**config.mk**
```make
export PLATFORM = sky130hd
export DESIGN_NAME = anim_trigger_ctrl
export DESIGN_NICKNAME = d
export VERILOG_FILES = /design/src/rtl/anim_trigger_ctrl.sv
export SDC_FILE = /design/constraint.sdc
export NUM_CORES = 1
export LEC_CHECK = 0
export CAP_MARGIN = 30
export CORE_UTILIZATION = 30
export CTS_CLUSTER_SIZE = 25
export DETAILED_ROUTE_END_ITERATION = 6
export DONT_BUFFER_PORTS = 1
export GPL_ROUTABILITY_DRIVEN = 0
export PLACE_DENSITY = 0.56
export RECOVER_POWER = 50
export SLEW_MARGIN = 30
export SYNTH_ARGS = -nofsm -noshare
export SYNTH_HDL_FRONTEND = slang
export SYNTH_SLANG_ARGS = --single-unit
export TNS_END_PERCENT = 50
```
**constraint.sdc**
```tcl
create_clock -name Clk -period 2.9 [get_ports Clk]
set_input_delay 0.435 -clock Clk [delete_from_list [all_inputs] [get_ports Clk]]
set_output_delay 0.435 -clock Clk [all_outputs]
set_load 0.005 [all_outputs]
```
**src/rtl/anim_trigger_ctrl.sv**
```systemverilog
// Sprite animation launch controller: queues hit positions and hands them to the
// animation sequencer one at a time using an enable-pulse / active-flag handshake.
module anim_trigger_ctrl #(
   parameter int DEPTH       = 4,
   parameter int POS_W       = 10,
   parameter int MIN_GAP     = 2,
   parameter int ACK_TIMEOUT = 4
) (
   input  logic                       Clk,
   input  logic                       Reset_n,
   input  logic                       hitValid,
   input  logic [POS_W-1:0]           hitX,
   input  logic [POS_W-1:0]           hitY,
   input  logic                       AnimationActive,
   input  logic                       clearErr,
   output logic                       animationEnable,
   output logic [POS_W-1:0]           animX,
   output logic [POS_W-1:0]           animY,
   output logic                       busy,
   output logic [$clog2(DEPTH+1)-1:0] pending,
   output logic                       overflow,
   output logic                       timeoutErr
);
   localparam int CNT_W = $clog2(DEPTH+1);
   localparam int PTR_W = $clog2(DEPTH);
   localparam int TMO_W = $clog2(ACK_TIMEOUT+1);
   localparam int GAP_W = (MIN_GAP < 1) ? 1 : $clog2(MIN_GAP+1);

   typedef enum logic [2:0] {
      S_IDLE,
      S_LAUNCH,
      S_WAIT_ACK,
      S_WAIT_DONE,
      S_GAP
   } state_t;

   state_t           state;
   logic [POS_W-1:0] mem_x [DEPTH];
   logic [POS_W-1:0] mem_y [DEPTH];
   logic [PTR_W-1:0] wr_ptr;
   logic [PTR_W-1:0] rd_ptr;
   logic [TMO_W-1:0] tmo_cnt;
   logic [GAP_W-1:0] gap_cnt;
   logic             pop;
   logic             push;
   logic             drop;
   logic             ack_expire;

   // Pop looks at the registered occupancy, so a hit pushed on this edge launches no earlier than the next.
   assign pop        = (state == S_IDLE) && (pending != '0) && (gap_cnt == '0);
   assign push       = hitValid && ((pending != CNT_W'(DEPTH)) || pop);
   assign drop       = hitValid && (pending == CNT_W'(DEPTH)) && !pop;
   assign ack_expire = (state == S_WAIT_ACK) && !AnimationActive && (tmo_cnt == TMO_W'(1));
   assign busy       = (state != S_IDLE);

   // NOTE: the storage array has no reset; pointers and occupancy alone decide which entries are valid.
   always_ff @(posedge Clk) begin
      if (push) begin
         mem_x[wr_ptr] <= hitX;
         mem_y[wr_ptr] <= hitY;
      end
   end

   // NOTE: non-blocking assignments throughout, so every flop samples pre-edge values regardless of block order.
   always_ff @(posedge Clk or negedge Reset_n) begin
      if (!Reset_n) begin
         wr_ptr   <= '0;
         rd_ptr   <= '0;
         pending  <= '0;
         overflow <= 1'b0;
      end else begin
         if (push) wr_ptr <= wr_ptr + PTR_W'(1);
         if (pop)  rd_ptr <= rd_ptr + PTR_W'(1);
         case ({push, pop})
            2'b10:   pending <= pending + CNT_W'(1);
            2'b01:   pending <= pending - CNT_W'(1);
            default: pending <= pending;
         endcase
         if (drop)          overflow <= 1'b1;
         else if (clearErr) overflow <= 1'b0;
      end
   end

   always_ff @(posedge Clk or negedge Reset_n) begin
      if (!Reset_n) begin
         state           <= S_IDLE;
         animationEnable <= 1'b0;
         animX           <= '0;
         animY           <= '0;
         tmo_cnt         <= '0;
         gap_cnt         <= '0;
         timeoutErr      <= 1'b0;
      end else begin
         animationEnable <= 1'b0;
         if (ack_expire)    timeoutErr <= 1'b1;
         else if (clearErr) timeoutErr <= 1'b0;

         case (state)
            S_IDLE: begin
               if (pop) begin
                  animX           <= mem_x[rd_ptr];
                  animY           <= mem_y[rd_ptr];
                  animationEnable <= 1'b1;
                  state           <= S_LAUNCH;
               end
            end
            S_LAUNCH: begin
               tmo_cnt <= TMO_W'(ACK_TIMEOUT);
               state   <= S_WAIT_ACK;
            end
            S_WAIT_ACK: begin
               // An unacknowledged launch is abandoned; the event is not retried.
               if (AnimationActive) begin
                  state <= S_WAIT_DONE;
               end else if (ack_expire) begin
                  gap_cnt <= GAP_W'(MIN_GAP);
                  state   <= S_GAP;
               end else begin
                  tmo_cnt <= tmo_cnt - TMO_W'(1);
               end
            end
            S_WAIT_DONE: begin
               if (!AnimationActive) begin
                  gap_cnt <= GAP_W'(MIN_GAP);
                  state   <= S_GAP;
               end
            end
            S_GAP: begin
               if (gap_cnt <= GAP_W'(1)) begin
                  gap_cnt <= '0;
                  state   <= S_IDLE;
               end else begin
                  gap_cnt <= gap_cnt - GAP_W'(1);
               end
            end
            default: state <= S_IDLE;
         endcase
      end
   end

endmodule
```
==> flow_summary_export.csv, run 1 <==
group,metric,value,unit
hold_path,worst_hold_path_type,"input port to flip-flop",
critical_path,path_buf_inv,3,
clock_tree,cts_buffer_depth,2,
run_status,status,"complete, no violations",
synth,ys.flop_type,"edfxtp_1",
pwr,leakagePower,2.08,nW
job,cap_viol_max_count,0,
clock_tree,clock_latency,0.41,ns
critical_path,cp_cell_sequence,"nor3_4 > inv_2 > nor3_4 > nand2_4 > clkinv_2 > nand2_1 > fa_1 > inv_1 > o21ai_0 > a311oi_1 > o22a_1",
drt,drc,0,
cells_and_area,post-route-util,0.373,
synth,syn-cell-area,4780,µm²
global_route,grt.total_usage,0.127,
timing,fin_crit_sh,0.848,
critical_path,worstSetupPathType,"flip-flop to flip-flop",
clock_tree,cts_buffers,17,
synth,yosysUniqueCellTypes,40,
critical_path,crit_path_start_kind,"flip-flop",
place,portBuffers,0,
critical_path,crit_fanout,9,
clock_tree,cts_setup_buffers,0,
timing,fin_crit,2.46,ns
timing,final_max_slew_viol_count,0,
timing,fin_ws,0.440,ns
clock_tree,cts_tree,"built",
timing,worstMarginPinSlew,0.814,ns
floorplan,start_util,0.311,
place,post-place-cells,464,
critical_path,crit_top_cell,"nor3_4",
cells_and_area,final_cell_mix,"edfxtp_1, dfrtp_1, mux4_2, mux2_4, clkbuf_16",
cells_and_area,diodes,0,
pwr,powerDensity,870,nW/µm²
synth,synth_cells,258,
clock_tree,ctsResizeCount,0,
pwr,vdd_drop_max,0.000559,V
drt,antenna_left,0,
critical_path,crit_slowest_cell,"dfrtp_1",
floorplan,die_area,16400,µm²
drt,drt-vias-per-instance,4.49,
synth,avgSynthCellArea,18.5,µm²
critical_path,crit_arrival,2.81,ns
synth,ys_ff_latch,118,
critical_path,worst_ep_required_time,3.25,ns
floorplan,die_x,128,µm
hold_path,hold_depth,0,
clock_tree,clk_pin_slew,0.06,ns
timing,rsz0062_at_grt,"false",
place,hpwl,5380,µm
critical_path,slowest_delay,0.48,ns
floorplan,row_count,45,
floorplan,core,15400,µm²
synth,synthArstFlopShare,0.322,
cells_and_area,final_common_cell,"edfxtp_1",
floorplan,die_y,128,µm
cells_and_area,nets,306,
drt,drt_first_pass_iters,4,
drt,first_iter_violations,124,
drt,num_vias,2236,
drt,wl_per_cell,18.3,µm
global_route,grt_max_degree,39,
timing,fin_tns_setup,0,ns
place,pre_cts_ws,0.461,ns
critical_path,cp.depth,11,
critical_path,ff2ff_path_depth,11,
synth,syn-num-nets,290,
global_route,overflow,0,
synth,yosys_warnings,0,
timing,clock_skew,0.00469,ns
critical_path,critPathTopFamily,"simple AND/OR/NAND/NOR gates",
cells_and_area,drive_gt1_frac,0.300,
clock_tree,cts_root_buffer,"clkbuf_16",
clock_tree,clock_sinks,118,
global_route,grt_pass1_vias,2489,
clock_tree,htree_levels,4,
timing,setup_viol,0,
cells_and_area,instances_no_fill,498,
timing,max_freq,407,MHz
cells_and_area,area_growth,20.1,%
global_route,grt_pass1_wl,14700,µm
critical_path,end_kind,"flip-flop",
global_route,antenna_found_initial,0,
timing,hold_viol_final,0,
synth,ys_seq_area_frac,0.702,
drt,wirelength,9140,µm
synth,synth_edf_count,80,
timing,relSlewSlack,0.458,
floorplan,io_pins,52,
## metrics by stage
step	instance area (µm²)	power, W	hold slack, ns
2_1_floorplan	4780	0.00250	0.139
3_3_place_gp	5050	0.00269	0.142
3_5_place_dp	5050	0.00271	0.142
4_1_cts	5740	0.00507	0.0964
5_1_grt	5740	0.00521	0.0915
6_report	5740	0.00499	0.119
## power by group
group | total [W] | leakage [nW] | internal (W) | switching (W)
Clock | 0.00231 | 0.309 | 0.00153 | 0.000780
Sequential | 0.00219 | 1.22 | 0.00209 | 0.000101
Combinational | 0.000494 | 0.543 | 0.000206 | 0.000288
## flip-flops by register name, indices dropped and copies added, names as in the netlist
signal / cells
animationEnable: 1
state: 3
wr_ptr: 2
overflow: 1
mem_x: 40
mem_y: 40
animY: 10
animX: 10
timeoutErr: 1
rd_ptr: 2
tmo_cnt: 3
pending: 3
gap_cnt: 2
## worst paths after layout
check                                    to        from  slack, ns
worst max-delay path             pending[1]    state[2]       0.44
worst max register to register   pending[1]    state[2]       0.44
worst min-delay path            mem_y[3][1]     hitY[1]       0.12
min in group asynchronous          animY[1]     Reset_n       0.55
max in group asynchronous         rd_ptr[0]     Reset_n       2.14
worst min register to register   timeoutErr  timeoutErr       0.54
## area by class of cell
class | count | area, µm²
Clock buffer | 17 | 425
Tap cell | 211 | 264
Multi-Input combinational cell | 116 | 1280
Clock inverter | 15 | 225
Fill cell | 1406 | 9630
Timing Repair Buffer | 8 | 133
Inverter | 13 | 50.0
Sequential cell | 118 | 3350
## synth_stat cells (2+ instances only)
cell / number / area (µm²)
a21oi_1: 2 / 10.0
and2_1: 5 / 31.3
buf_12: 2 / 40.0
buf_2: 3 / 15.0
clkbuf_1: 4 / 15.0
dfrtp_1: 38 / 951
edfxtp_1: 80 / 2400
ha_1: 6 / 75.1
inv_1: 11 / 41.3
mux2_2: 4 / 45.0
mux2_4: 18 / 270
mux4_2: 20 / 450
nand2_1: 15 / 56.3
nand2b_1: 2 / 12.5
nand3_1: 3 / 15.0
nor2_1: 6 / 22.5
nor2b_1: 2 / 12.5
nor3_4: 2 / 32.5
o211ai_1: 2 / 15.0
o21ai_0: 6 / 30.0
o22ai_1: 3 / 18.8
xnor2_1: 5 / 43.8
xor2_1: 2 / 17.5
## what timing repair did
action / in CTS / in global routing
hold buffers: 2 / 0
setup endpoints to repair: 0 / 0
hold endpoints to repair: 38 / 0
## cell families after synthesis
family,after synthesis,share of synthesized area
and+or+nand+nor,39,0.0464
adders and majority gates,7,0.0199
AOI/OAI and AO/OA,20,0.0275
DFF,118,0.702
xor gates and xnor gates,7,0.0128
buffers and inverters,24,0.0291
muxes,43,0.162
## metal layers
| layer | vias up | GRT usage | part of all wire |
|---|---|---|---|
| li1 | 1021 | - | - |
| met1 | 1155 | 0.144 | 0.41 |
| met2 | 50 | 0.209 | 0.51 |
| met3 | 10 | 0.0559 | 0.068 |
| met4 | 0 | 0.0519 | 0.011 |
| met5 | - | 0 | 0 |
(Power assumes the default switching activity.)
==> inputs of run 2 (changes only) <==
--- a/config.mk
+++ b/config.mk
@@ -11,7 +11,7 @@
 export DETAILED_ROUTE_END_ITERATION = 6
 export DONT_BUFFER_PORTS = 1
 export GPL_ROUTABILITY_DRIVEN = 0
-export PLACE_DENSITY = 0.56
+export PLACE_DENSITY = 0.57
 export RECOVER_POWER = 50
 export SLEW_MARGIN = 30
 export SYNTH_ARGS = -nofsm -noshare
==> constraint.sdc (replaced) <==
create_clock -name Clk -period 2.1 [get_ports Clk]
set_input_delay 0.315 -clock Clk [delete_from_list [all_inputs] [get_ports Clk]]
set_output_delay 0.315 -clock Clk [all_outputs]
set_load 0.005 [all_outputs]
==> flow_summary_export.csv, run 2 (synthesis results as in run 1) <==
group,metric,value,unit
run_status,status,"finished, violations left",
run_status,violations,"setup timing",
critical_path,r2r-start,"state[1]",
drt,drc,0,
timing,worstMarginPinSlew,1.08,ns
timing,setup_viol,1,
critical_path,worstSetupPathType,"flip-flop to flip-flop",
floorplan,die_area,16400,µm²
critical_path,r2r-end,"pending[1]",
clock_tree,cts_tree,"built",
timing,fin_ws,-0.0378,ns
pwr,vdd_drop_max,0.000539,V
floorplan,row_count,45,
clock_tree,cts_buffer_depth,2,
place,portBuffers,0,
clock_tree,htree_levels,4,
cells_and_area,reg_top3,"mem_x: 40 flops, mem_y: 40 flops",
floorplan,io_pins,52,
global_route,grt.total_usage,0.121,
timing,fin_crit_sh,1.02,
timing,hold_viol_final,0,
timing,final_max_slew_viol_count,0,
global_route,antenna_found_initial,0,
cells_and_area,fillers,1432,
drt,antenna_left,0,
job,cap_viol_max_count,0,
place,post-place-cells,479,
global_route,grt_max_degree,39,
timing,max_freq,468,MHz
drt,drt_first_pass_iters,4,
cells_and_area,final_cell_mix,"edfxtp_1, dfrtp_1, dlygate4sd3_1, mux4_2",
critical_path,crit_arrival,2.48,ns
timing,rsz0062_at_grt,"true",
hold_path,hold_depth,2,
pwr,finalPower,0.00673,W
floorplan,die_x,128,µm
timing,fin_crit,2.14,ns
floorplan,die_y,128,µm
clock_tree,cts_buffers,17,
floorplan,core,15400,µm²
drt,num_vias,2406,
clock_tree,cts_root_buffer,"clkbuf_16",
timing,fin_tns_setup,-0.0378,ns
drt,wirelength,8960,µm
hold_path,hold_end,"state[0]",
drt,first_iter_violations,89,
cells_and_area,drive_gt1_frac,0.353,
critical_path,end_kind,"flip-flop",
timing,relSlewSlack,0.277,
critical_path,crit_path_start_kind,"flip-flop",
clock_tree,clock_sinks,118,
critical_path,ff2ff_path_depth,11,
hold_path,min_from,"AnimationActive",
critical_path,r2r_slack,-0.04,ns
cells_and_area,diodes,0,
floorplan,start_util,0.311,
drt,drt-vias-per-instance,4.48,
cells_and_area,post-route-util,0.393,
cells_and_area,instances_no_fill,537,
cells_and_area,area_growth,26.6,%
drt,wl_per_cell,16.7,µm
critical_path,worst_ep_required_time,2.45,ns
pwr,leakagePower,2.22,nW
pwr,powerDensity,1110,nW/µm²
global_route,grt_pass1_wl,14100,µm
clock_tree,clock_latency,0.41,ns
hold_path,worst_hold_path_type,"input port to flip-flop",
global_route,grt_pass1_vias,2573,
cells_and_area,final_common_cell,"edfxtp_1",
global_route,overflow,0,
clock_tree,clk_pin_slew,0.06,ns
place,hpwl,5470,µm
cells_and_area,nets,345,
timing,clock_skew,0.00844,ns
critical_path,crit_fanout,3,
-- run 2: power breakdown --
part | switching [W] | leakage [nW] | internal (W)
clock network | 0.00107 | 0.273 | 0.00178
registers | 0.0000869 | 1.22 | 0.00288
logic | 0.000498 | 0.726 | 0.000408
total | 0.00166 | 2.22 | 0.00507
-- run 2: how the worst max path moves through the flow --
| stage | end | from | cells after the start |
|---|---|---|---|
| final | pending[1] | state[1] | 11 |
| after detailed placement | pending[1] | state[2] | 11 |
| after global routing | pending[1] | state[1] | 11 |
| after CTS | pending[1] | state[2] | 11 |
| after floorplan | pending[1] | state[2] | 13 |
| after global placement | pending[1] | state[2] | 11 |
-- run 2: worst max-delay path, cell delays in order (launching register included) --
cell	delay, ns
dfrtp_1	0.41
nor3_4	0.22
inv_2	0.09
nor3_4	0.22
nand2_4	0.08
clkinv_4	0.05
nand2_4	0.04
fa_2	0.44
inv_2	0.07
o21ai_2	0.05
a311oi_2	0.25
o22a_1	0.15
-- run 2: what timing repair did --
| action | CTS | global route |
|---|---|---|
| pin swaps | 1 | 6 |
| hold endpoints to repair | 120 | 0 |
| hold buffers | 23 | 0 |
| resized for setup | 2 | 4 |
| setup endpoints to repair | 1 | 2 |
| buffers inserted | 0 | 3 |
-- run 2: cell type report --
cell class | count | area, µm² | area share
inverters | 13 | 53.8 | 0.00890
clock inverters | 14 | 150 | 0.0248
well taps | 211 | 264 | 0.0437
flip-flops and latches | 118 | 3350 | 0.555
clock buffers | 18 | 439 | 0.0726
multi-input cells | 116 | 1310 | 0.217
repair buffers | 47 | 472 | 0.0780
-- run 2: routing by layer --
metal	vias to the layer above	routed length [µm]	GRT usage
li1	1096	-	-
met1	1246	3830	0.142
met2	51	4520	0.196
met3	13	446	0.0447
met4	0	165	0.0561
met5	-	0	0
-- run 2: through the flow --
stage                     hold slack [ns]  instance area [µm²]  setup slack [ns]
after floorplan                    0.0194                 4800            -0.256
after global placement             0.0212                 5190            0.0924
after detailed placement           0.0211                 5190           -0.0128
after CTS                          0.0416                 6030           0.00327
after global routing               0.0658                 6050            -0.155
final                              0.0507                 6050           -0.0378
==> inputs of run 3 (changes only) <==
--- a/config.mk
+++ b/config.mk
@@ -5,13 +5,15 @@
 export SDC_FILE = /design/constraint.sdc
 export NUM_CORES = 1
 export LEC_CHECK = 0
-export CAP_MARGIN = 30
+export CAP_MARGIN = 20
+export CELL_PAD_IN_SITES_DETAIL_PLACEMENT = 2
+export CELL_PAD_IN_SITES_GLOBAL_PLACEMENT = 2
 export CORE_UTILIZATION = 30
 export CTS_CLUSTER_SIZE = 25
 export DETAILED_ROUTE_END_ITERATION = 6
 export DONT_BUFFER_PORTS = 1
 export GPL_ROUTABILITY_DRIVEN = 0
-export PLACE_DENSITY = 0.57
+export PLACE_DENSITY = 0.68
 export RECOVER_POWER = 50
 export SLEW_MARGIN = 30
 export SYNTH_ARGS = -nofsm -noshare
==> flow_summary_export.csv, run 3 (synthesis results as in run 1) <==
group,metric,value,unit
critical_path,crit_path_start_kind,"flip-flop",
pwr,vdd_drop_max,0.00109,V
global_route,grt_pass1_vias,2809,
floorplan,die_y,128,µm
timing,final_max_slew_viol_count,0,
clock_tree,cts_buffers,17,
cells_and_area,diodes,0,
floorplan,row_count,45,
floorplan,io_pins,52,
cells_and_area,drive_gt1_frac,0.357,
pwr,leakagePower,2.28,nW
global_route,overflow,0,
clock_tree,htree_levels,4,
critical_path,worstSetupPathType,"flip-flop to flip-flop",
place,pre_cts_ws,0.0155,ns
place,portBuffers,0,
floorplan,die_area,16400,µm²
place,postPlaceCellArea,5230,µm²
cells_and_area,area_growth,28.8,%
floorplan,start_util,0.311,
timing,fin_crit_sh,0.977,
clock_tree,cts_root_buffer,"clkbuf_16",
timing,fin_ws,0.0488,ns
timing,max_freq,488,MHz
critical_path,end_kind,"flip-flop",
drt,drc,0,
floorplan,core,15400,µm²
timing,relSlewSlack,0.258,
timing,setup_viol,0,
cells_and_area,multi_input_area,1320,µm²
clock_tree,clock_sinks,118,
cells_and_area,final_common_cell,"edfxtp_1",
critical_path,crit_fanout,3,
run_status,status,"complete, no violations",
clock_tree,clk_pin_slew,0.06,ns
drt,drt-vias-per-instance,4.55,
timing,fin_crit,2.05,ns
critical_path,crit_arrival,2.35,ns
hold_path,worst_hold_path_type,"input port to flip-flop",
clock_tree,cts_buffer_depth,2,
timing,hold_viol_final,0,
job,cap_viol_max_count,0,
place,hpwl,6450,µm
hold_path,hold_depth,2,
drt,antenna_left,0,
cells_and_area,layout.area.seq,3350,µm²
drt,num_vias,2451,
drt,wl_per_cell,19.2,µm
drt,drt_first_pass_iters,4,
pwr,powerDensity,1160,nW/µm²
cells_and_area,final_cell_mix,"edfxtp_1, dfrtp_1, dlygate4sd3_1, mux4_2",
global_route,grt.total_usage,0.141,
cells_and_area,nets,347,
global_route,grt_pass1_wl,16300,µm
drt,wirelength,10400,µm
global_route,antenna_found_initial,0,
floorplan,die_x,128,µm
timing,rsz0062_at_grt,"true",
global_route,grt_max_degree,39,
critical_path,worst_ep_required_time,2.40,ns
clock_tree,clock_latency,0.42,ns
cells_and_area,reg_top3,"mem_x: 40 flops, mem_y: 40 flops",
clock_tree,cts_tree,"built",
cells_and_area,design_area,6150,µm²
timing,clock_skew,0.0111,ns
cells_and_area,fillers,1458,
critical_path,ff2ff_path_depth,11,
drt,first_iter_violations,86,
critical_path,r2r_slack,0.05,ns
timing,worstMarginPinSlew,1.11,ns
==> run 3: where the power goes <==
part,switching [W],internal (W),total [W]
logic,0.000512,0.000438,0.000950
registers,0.0000961,0.00288,0.00298
clock network,0.00110,0.00212,0.00321
==> run 3: worst paths after layout <==
check                           startpoint    endpoint
min reg2reg                     tmo_cnt[2]  tmo_cnt[2]
min in group asynchronous          Reset_n    animY[8]
max                               state[1]  pending[1]
max reg2reg                       state[1]  pending[1]
max in group asynchronous          Reset_n   rd_ptr[0]
min                        AnimationActive    state[0]
==> run 3: repair_timing <==
action | CTS | global route
endpoints found under the setup margin | 1 | 10
pin swaps | 0 | 3
hold buffers | 23 | 0
endpoints found under the hold margin | 120 | 0
buffers inserted | 0 | 4
resized for setup | 1 | 6
==> run 3: cell type report <==
type | count | area share
clock buffer | 18 | 0.0697
clock inverter | 14 | 0.0360
inverter | 13 | 0.00874
multi-input combinational | 116 | 0.214
sequential | 118 | 0.545
tap | 211 | 0.0429
timing repair buffer | 49 | 0.0832
==> run 3: metrics by stage <==
| stage | hold slack [ns] | TNS [ns] | total power (W) | util | cells |
|---|---|---|---|---|---|
| floorplan | 0.0194 | -0.428 | 0.00346 | - | 258 |
| global placement | 0.0215 | 0 | 0.00386 | 0.340 | 480 |
| detailed placement | 0.0210 | 0 | 0.00392 | 0.340 | 480 |
| CTS | 0.0799 | 0 | 0.00725 | 0.399 | 535 |
| global route | 0.0934 | -0.117 | 0.00744 | 0.400 | 539 |
| finish | 0.0893 | 0 | 0.00714 | 0.400 | 539 |
==> run 3: worst max-delay path, stage by stage, from the launching register on <==
cell	delay, ns
dfrtp_1	0.41
nor3_4	0.24
inv_2	0.07
nor3_4	0.16
nand2_4	0.09
clkinv_4	0.06
nand2_4	0.04
fa_2	0.53
inv_2	0.04
o21ai_1	0.06
a311oi_1	0.05
o22a_1	0.18
==> run 3: layer usage <==
layer	track usage	up-vias	wire length, µm
li1	-	1100	-
met1	0.155	1283	4090
met2	0.239	50	5590
met3	0.0505	18	486
met4	0.0713	0	200
met5	0	-	0
